File: config.mk
export PLATFORM = sky130hd
export DESIGN_NAME = metaball_shader_flat
export DESIGN_NICKNAME = d
export VERILOG_FILES = /design/src/rtl/metaball_shader_if.sv /design/src/rtl/metaball_shader.sv /design/src/flat_wrapper.sv
export SDC_FILE = /design/constraint.sdc
export NUM_CORES = 1
export LEC_CHECK = 0
export CORE_MARGIN = 3
export CORE_UTILIZATION = 49
export DETAILED_ROUTE_END_ITERATION = 8
export GPL_TIMING_DRIVEN = 0
export PLACE_DENSITY = 0.9
export SYNTH_ARGS = -nofsm -noshare
export SYNTH_HDL_FRONTEND = slang
export SYNTH_SLANG_ARGS = --single-unit
File: constraint.sdc
create_clock -name clk_50mhz -period 3.8 [get_ports clk_50mhz]
set_input_delay 0.95 -clock clk_50mhz [delete_from_list [all_inputs] [get_ports clk_50mhz]]
set_output_delay 0.95 -clock clk_50mhz [all_outputs]
set_load 0.005 [all_outputs]
File: src/rtl/metaball_shader_if.sv
// Pixel-stage bus for metaball_shader: field/timing inputs from the generator,
// RGB222 colour and delayed syncs towards the VGA pins.
interface metaball_shader_if;
    logic [8:0] field;
    logic       display;
    logic       h_sync;
    logic       v_sync;
    logic       x0;
    logic       y0;
    logic       pause;
    logic [1:0] r;
    logic [1:0] g;
    logic [1:0] b;
    logic       h_sync_o;
    logic       v_sync_o;

    modport master (
        output field, display, h_sync, v_sync, x0, y0, pause,
        input  r, g, b, h_sync_o, v_sync_o
    );

    modport slave (
        input  field, display, h_sync, v_sync, x0, y0, pause,
        output r, g, b, h_sync_o, v_sync_o
    );
endinterface

File: src/rtl/metaball_shader.sv
// Two-stage metaball colouring pipeline: banded rotating palette, white blob outline.
// Optional 2x2 ordered dithering is compiled in with `define SHADER_DITHER_EN.
module metaball_shader #(
    parameter int THRESH     = 10,
    parameter int EDGE_W     = 2,
    parameter int BAND_SHIFT = 4,
    parameter int RATE_SHIFT = 2
) (
    input  logic               clk_50mhz,
    input  logic               rst_n,
    metaball_shader_if.slave   bus
);

    localparam int              CNT_W     = (RATE_SHIFT > 0) ? RATE_SHIFT : 1;
    localparam logic [CNT_W-1:0] CNT_MAX  = CNT_W'((1 << RATE_SHIFT) - 1);
    localparam logic [8:0]      BG_MAX    = 9'(THRESH);
    localparam logic [8:0]      EDGE_MAX  = 9'(THRESH + EDGE_W);
    localparam logic [8:0]      FILL_BASE = 9'(THRESH + EDGE_W + 1);
    localparam logic [1:0]      CLS_BG    = 2'd0;
    localparam logic [1:0]      CLS_EDGE  = 2'd1;
    localparam logic [1:0]      CLS_FILL  = 2'd2;

    function automatic logic [8:0] palette_rgb333(input logic [2:0] idx);
        logic [8:0] rgb;
        case (idx)
            3'd0:    rgb = {3'd7, 3'd0, 3'd0};
            3'd1:    rgb = {3'd7, 3'd4, 3'd0};
            3'd2:    rgb = {3'd6, 3'd7, 3'd0};
            3'd3:    rgb = {3'd0, 3'd7, 3'd2};
            3'd4:    rgb = {3'd0, 3'd6, 3'd7};
            3'd5:    rgb = {3'd2, 3'd2, 3'd7};
            3'd6:    rgb = {3'd5, 3'd0, 3'd7};
            3'd7:    rgb = {3'd7, 3'd0, 3'd5};
            default: rgb = 9'd0;
        endcase
        return rgb;
    endfunction

    // (c + d) >> 1 saturated to 3; with d = 0 this is the plain truncation c >> 1
    function automatic logic [1:0] chan_reduce(input logic [2:0] c, input logic d);
        logic [3:0] sum;
        logic [1:0] out;
        sum = {1'b0, c} + {3'b000, d};
        if (sum[3]) begin
            out = 2'd3;
        end else begin
            out = sum[2:1];
        end
        return out;
    endfunction

    logic [8:0]       diff_s;
    logic [8:0]       band_wide_s;
    logic [1:0]       cls_s;
    logic [1:0]       band_s;
    logic             frame_evt_s;
    logic             dith_s;
    logic [2:0]       idx_s;
    logic [8:0]       pal_s;
    logic [5:0]       colour_s;

    logic             disp1_r;
    logic             hs1_r;
    logic             vs1_r;
    logic [1:0]       cls1_r;
    logic [1:0]       band1_r;
    logic             vs_prev_r;
    logic [CNT_W-1:0] frame_cnt_r;
    logic [2:0]       phase_r;
    logic [1:0]       r_r;
    logic [1:0]       g_r;
    logic [1:0]       b_r;
    logic             hs_o_r;
    logic             vs_o_r;

    // Stage-1 field classification and band extraction
    always_comb begin
        diff_s      = bus.field - FILL_BASE;
        band_wide_s = diff_s >> BAND_SHIFT;
        cls_s       = CLS_BG;
        band_s      = 2'd0;
        if (bus.field <= BG_MAX) begin
            cls_s = CLS_BG;
        end else if (bus.field <= EDGE_MAX) begin
            cls_s = CLS_EDGE;
        end else begin
            cls_s = CLS_FILL;
            if (band_wide_s > 9'd3) begin
                band_s = 2'd3;
            end else begin
                band_s = band_wide_s[1:0];
            end
        end
    end

    // Stage-1 pipeline registers; syncs reset inactive so no spurious pulse on release
    always_ff @(posedge clk_50mhz or negedge rst_n) begin
        if (!rst_n) begin
            disp1_r <= 1'b0;
            hs1_r   <= 1'b1;
            vs1_r   <= 1'b1;
            cls1_r  <= CLS_BG;
            band1_r <= 2'd0;
        end else begin
            disp1_r <= bus.display;
            hs1_r   <= bus.h_sync;
            vs1_r   <= bus.v_sync;
            cls1_r  <= cls_s;
            band1_r <= band_s;
        end
    end

`ifdef SHADER_DITHER_EN
    logic d1_r;

    // Stage-1 copy of the ordered-dither bit
    always_ff @(posedge clk_50mhz or negedge rst_n) begin
        if (!rst_n) begin
            d1_r <= 1'b0;
        end else begin
            d1_r <= bus.x0 ^ bus.y0;
        end
    end

    assign dith_s = d1_r;
`else
    logic unused_dither_s;
    assign unused_dither_s = bus.x0 ^ bus.y0;
    assign dith_s          = 1'b0;
`endif

    assign frame_evt_s = vs_prev_r & ~bus.v_sync;

    // Frame counter and palette phase; a paused frame event is dropped, not deferred
    always_ff @(posedge clk_50mhz or negedge rst_n) begin
        if (!rst_n) begin
            vs_prev_r   <= 1'b1;
            frame_cnt_r <= '0;
            phase_r     <= 3'd0;
        end else begin
            vs_prev_r <= bus.v_sync;
            if (frame_evt_s && !bus.pause) begin
                if (frame_cnt_r == CNT_MAX) begin
                    frame_cnt_r <= '0;
                    phase_r     <= phase_r + 3'd1;
                end else begin
                    frame_cnt_r <= frame_cnt_r + CNT_W'(1);
                end
            end else begin
                frame_cnt_r <= frame_cnt_r;
                phase_r     <= phase_r;
            end
        end
    end

    // Stage-2 palette lookup, outline and blanking
    always_comb begin
        idx_s    = {1'b0, band1_r} + phase_r;
        pal_s    = palette_rgb333(idx_s);
        colour_s = 6'd0;
        case (cls1_r)
            CLS_BG:   colour_s = 6'd0;
            CLS_EDGE: colour_s = 6'b11_11_11;
            CLS_FILL: colour_s = {chan_reduce(pal_s[8:6], dith_s),
                                  chan_reduce(pal_s[5:3], dith_s),
                                  chan_reduce(pal_s[2:0], dith_s)};
            default:  colour_s = 6'd0;
        endcase
        if (!disp1_r) begin
            colour_s = 6'd0;
        end else begin
            colour_s = colour_s;
        end
    end

    // Stage-2 output registers
    always_ff @(posedge clk_50mhz or negedge rst_n) begin
        if (!rst_n) begin
            r_r    <= 2'd0;
            g_r    <= 2'd0;
            b_r    <= 2'd0;
            hs_o_r <= 1'b1;
            vs_o_r <= 1'b1;
        end else begin
            r_r    <= colour_s[5:4];
            g_r    <= colour_s[3:2];
            b_r    <= colour_s[1:0];
            hs_o_r <= hs1_r;
            vs_o_r <= vs1_r;
        end
    end

    assign bus.r        = r_r;
    assign bus.g        = g_r;
    assign bus.b        = b_r;
    assign bus.h_sync_o = hs_o_r;
    assign bus.v_sync_o = vs_o_r;

endmodule
File: src/flat_wrapper.sv
// flat-port wrapper written by rule: the top's interface ports become plain ports
module metaball_shader_flat 
#(
    parameter int THRESH     = 10,
    parameter int EDGE_W     = 2,
    parameter int BAND_SHIFT = 4,
    parameter int RATE_SHIFT = 2
)
  (clk_50mhz, rst_n, bus_field, bus_display, bus_h_sync, bus_v_sync, bus_x0, bus_y0, bus_pause, bus_r, bus_g, bus_b, bus_h_sync_o, bus_v_sync_o);
  metaball_shader_if bus_i ();
  input  logic clk_50mhz;
  input  logic rst_n;
  input wire logic [$bits(bus_i.field)-1:0] bus_field;
  input wire logic [$bits(bus_i.display)-1:0] bus_display;
  input wire logic [$bits(bus_i.h_sync)-1:0] bus_h_sync;
  input wire logic [$bits(bus_i.v_sync)-1:0] bus_v_sync;
  input wire logic [$bits(bus_i.x0)-1:0] bus_x0;
  input wire logic [$bits(bus_i.y0)-1:0] bus_y0;
  input wire logic [$bits(bus_i.pause)-1:0] bus_pause;
  output wire logic [$bits(bus_i.r)-1:0] bus_r;
  output wire logic [$bits(bus_i.g)-1:0] bus_g;
  output wire logic [$bits(bus_i.b)-1:0] bus_b;
  output wire logic [$bits(bus_i.h_sync_o)-1:0] bus_h_sync_o;
  output wire logic [$bits(bus_i.v_sync_o)-1:0] bus_v_sync_o;
  assign bus_i.field = bus_field;
  assign bus_i.display = bus_display;
  assign bus_i.h_sync = bus_h_sync;
  assign bus_i.v_sync = bus_v_sync;
  assign bus_i.x0 = bus_x0;
  assign bus_i.y0 = bus_y0;
  assign bus_i.pause = bus_pause;
  assign bus_r = bus_i.r;
  assign bus_g = bus_i.g;
  assign bus_b = bus_i.b;
  assign bus_h_sync_o = bus_i.h_sync_o;
  assign bus_v_sync_o = bus_i.v_sync_o;
  metaball_shader #(.THRESH(THRESH), .EDGE_W(EDGE_W), .BAND_SHIFT(BAND_SHIFT), .RATE_SHIFT(RATE_SHIFT)) u_core (.clk_50mhz(clk_50mhz), .rst_n(rst_n), .bus(bus_i));
endmodule
==> impl_metrics.csv <==
group,metric,value,unit
run_status,run_status,"finished, final reports clean",
finish,area_growth,34.42,%
setup_path,path_cells,"clkdlybuf4s50_1",
placed_design,port_buffers,22,
sta,tightest_slew,0.8393,ns
yosys,postSynthNetCount,94,
power,power_density,641.3,mW/mm^2
yosys,syn_inst,71,
yosys,synth-adder-area-share,9.388,%
placed_design,place.gp.congestion,0.8231,
sta,finalCritPeriodShare,59.71,%
sta,rsz0062_at_grt,"false",
setup_path,startpoint_type,"flop",
yosys,synth_warnings,0,
route,wire_per_inst,11.54,microns
finish,final_common_cell,"clkdlybuf4s50_1",
sta,hold_viol,0,
finish,stdcell_area,0.001182,sq mm
clock_network,cts_tree,"built",
global_routing,antenna_found_initial,0,
clock_network,cts_resized,0,
clock_network,cts-hold-fix-buffers,0,
finish,layout-drive-gt1-share,13.40,%
sta,max_clock_freq,440.8,MHz
setup_path,cp_num_cells,1,
worst_hold_path,hold_path_startpoint,"u_core.hs1_r",
yosys,synthMuxAreaShare,3.841,%
clock_network,postCtsSetupRepairBufs,0,
yosys,ys_seq_area_share,57.47,%
clock_network,cts_buffers,3,
setup_path,rr_endpoint,"u_core.bus.b[0]",
floorplanning,start_util,55.18,%
setup_path,reg2reg_from,"u_core.phase_r[0]",
setup_path,cp_top_family,"flip-flops",
floorplanning,rows,14,
floorplanning,die_area,0.002340,sq mm
finish,final_cell_mix,"clkdlybuf4s50_1, dfrtp_1, inv_1, ha_1",
route,drc_errors,0,
setup_path,worstSetupPathType,"reg -> out",
floorplanning,ioPinCount,25,
sta,slew-limit-headroom,43.87,%
finish,nNetsFinal,121,
setup_path,crit_path_start,"u_core.bus.v_sync_o",
yosys,synth_top_family_by_area,"simple AND/OR/NAND/NOR gates",
yosys,yosys.cell_types.count,27,
placed_design,hpwl,1129,microns
route,post_drt_via_cell_ratio,4.983,
worst_hold_path,min_path_type,"reg -> reg",
clock_network,clkLatencyLatePin,0.30,ns
sta,fin_crit,2.269,ns
sta,final_max_slew_viol_count,0,
yosys,synth-seq-cells,20,
global_routing,grt_pass1_wl,2470,microns
setup_path,timing.critical_path.buf_inv,1,
setup_path,required,2.85,ns
setup_path,cp-end-kind,"output pin",
finish,fillers,108,
clock_network,clkSlewWorstSetupHoldPaths,0.11,ns
clock_network,cts-root-buf,"clkbuf_4",
route,drtAntennaViolNets,0,
route,postRouteWirelength,1396,microns
worst_hold_path,hold_end,"u_core.bus.h_sync_o",
power,irDropWorstVdd,0.0003404,V
clock_network,htree_levels,1,
setup_path,slowest_delay,0.53,ns
yosys,synthSimpleGateAreaFrac,11.81,%
yosys,synthXorXnorAreaFrac,5.832,%
power,p_leak,0.5074,nW
global_routing,track_usage,13.55,%
clock_network,cts_buffer_depth,2,
route,drt_iter0_markers,1,
yosys,synth_compound_area_share,9.531,%
route,drtPass1Iterations,4,
route,via_count,603,
floorplanning,fp.dieH,48.37,microns
clock_network,cts.sinks,20,
sta,setup_viol,0,
setup_path,crit_arrival,1.32,ns
setup_path,worstRegToRegCells,5,
worst_hold_path,whs_path_depth,0,
setup_path,crit_fanout,1,
yosys,synth.cell_area,879.6,sq um
sta,skew,0.001306,ns
job,max_cap_viol_count,0,
floorplanning,core_area,0.001594,sq mm
global_routing,grt_max_degree,21,
sta,tns,0,ns
placed_design,place_area,0.001130,sq mm
setup_path,slowest_stage,"dfstp_2",
finish,diodes,0,
yosys,avgSynthCellArea,12.39,sq um
setup_path,r2r_setup_slack,1.97,ns
global_routing,grt_pass1_vias,618,
floorplanning,die_w,48.37,microns
global_routing,grt-ovfl-total,0,
-- final cells by class --
| class | instances | area, sq um | area share (%) |
|---|---|---|---|
| clock buffers | 3 | 22.52 | 1.905 |
| clock inverters | 1 | 30.03 | 2.540 |
| inverters | 5 | 18.77 | 1.587 |
| multi-input cells | 46 | 355.3 | 30.05 |
| flip-flops and latches | 20 | 505.5 | 42.75 |
| well taps | 24 | 30.03 | 2.540 |
| repair buffers | 22 | 220.2 | 18.62 |
-- cell usage after synthesis --
cell type  number  area (sq um)
a21o_1          1         7.510
a21oi_1         4         20.02
a31oi_1         2         12.51
and2_1          1         6.260
and4bb_2        1         12.51
dfrtp_1        16         400.4
dfstp_2         4         105.1
fa_1            1         20.02
ha_1            5         62.56
inv_1           5         18.77
mux2_2          3         33.78
nand2_1         3         11.26
nand2b_1        1         6.260
nand3_1         2         10.01
nand3b_1        1         7.510
nand4_1         2         12.51
nor2_1          3         11.26
nor2b_1         1         6.260
nor3_1          1         5.000
nor3b_1         2         15.01
o211ai_1        1         7.510
o21ai_0         3         15.01
o22ai_1         1         6.260
o31ai_1         2         15.01
xnor2_1         3         26.28
xor2_1          1         8.760
xor2_2          1         16.27
-- through the flow --
stage	instances	hold WS [ns]	setup WS (ns)	power, mW	util (%)
finish	121	0.3678	1.531	0.7583	74.18
global placement	117	0.3481	1.618	0.5710	70.88
CTS	121	0.3696	1.512	0.7657	74.18
global route	121	0.3772	1.472	0.8149	74.18
floorplan	71	0.3452	2.093	0.4842	-
detailed placement	117	0.3524	1.558	0.5923	70.88
-- report_power, final --
part | internal, mW | switching, mW
clock | 0.107 | 0.0656
combinational | 0.160 | 0.131
sequential | 0.267 | 0.0280
total | 0.534 | 0.224
-- registers in the layout, summed over array words and instances (netlist names) --
signal	count
u_core.bus.v_sync_o	1
u_core.band1_r	2
u_core.disp1_r	1
u_core.cls1_r	2
u_core.frame_cnt_r	2
u_core.bus.b	2
u_core.bus.g	2
u_core.hs1_r	1
u_core.vs1_r	1
u_core.bus.r	2
u_core.phase_r	3
u_core.bus.h_sync_o	1
-- cell families after synthesis --
| logic type | count (synthesis) |
|---|---|
| flops | 20 |
| simple gates | 18 |
| compound gates | 14 |
| fa+ha+maj | 6 |
| xor+xnor | 5 |
| buf+inv | 5 |
| mux | 3 |
-- per-layer routing --
layer | share of wire [%] | GRT usage, %
met1 | 39 | 13.88
met2 | 55 | 26.15
met3 | 5.8 | 3.067
met4 | 0 | 5.687
met5 | 0 | 0
-- worst max-delay path by stage --
| stage | to | slack (ns) |
|---|---|---|
| floorplan | u_core.phase_r[1] | 2.09 |
| global placement | u_core.frame_cnt_r[0] | 1.62 |
| detailed placement | u_core.frame_cnt_r[0] | 1.56 |
| CTS | bus_v_sync_o | 1.51 |
| global route | bus_v_sync_o | 1.47 |
| finish | bus_v_sync_o | 1.53 |
Power figures use the tool's default switching activity.
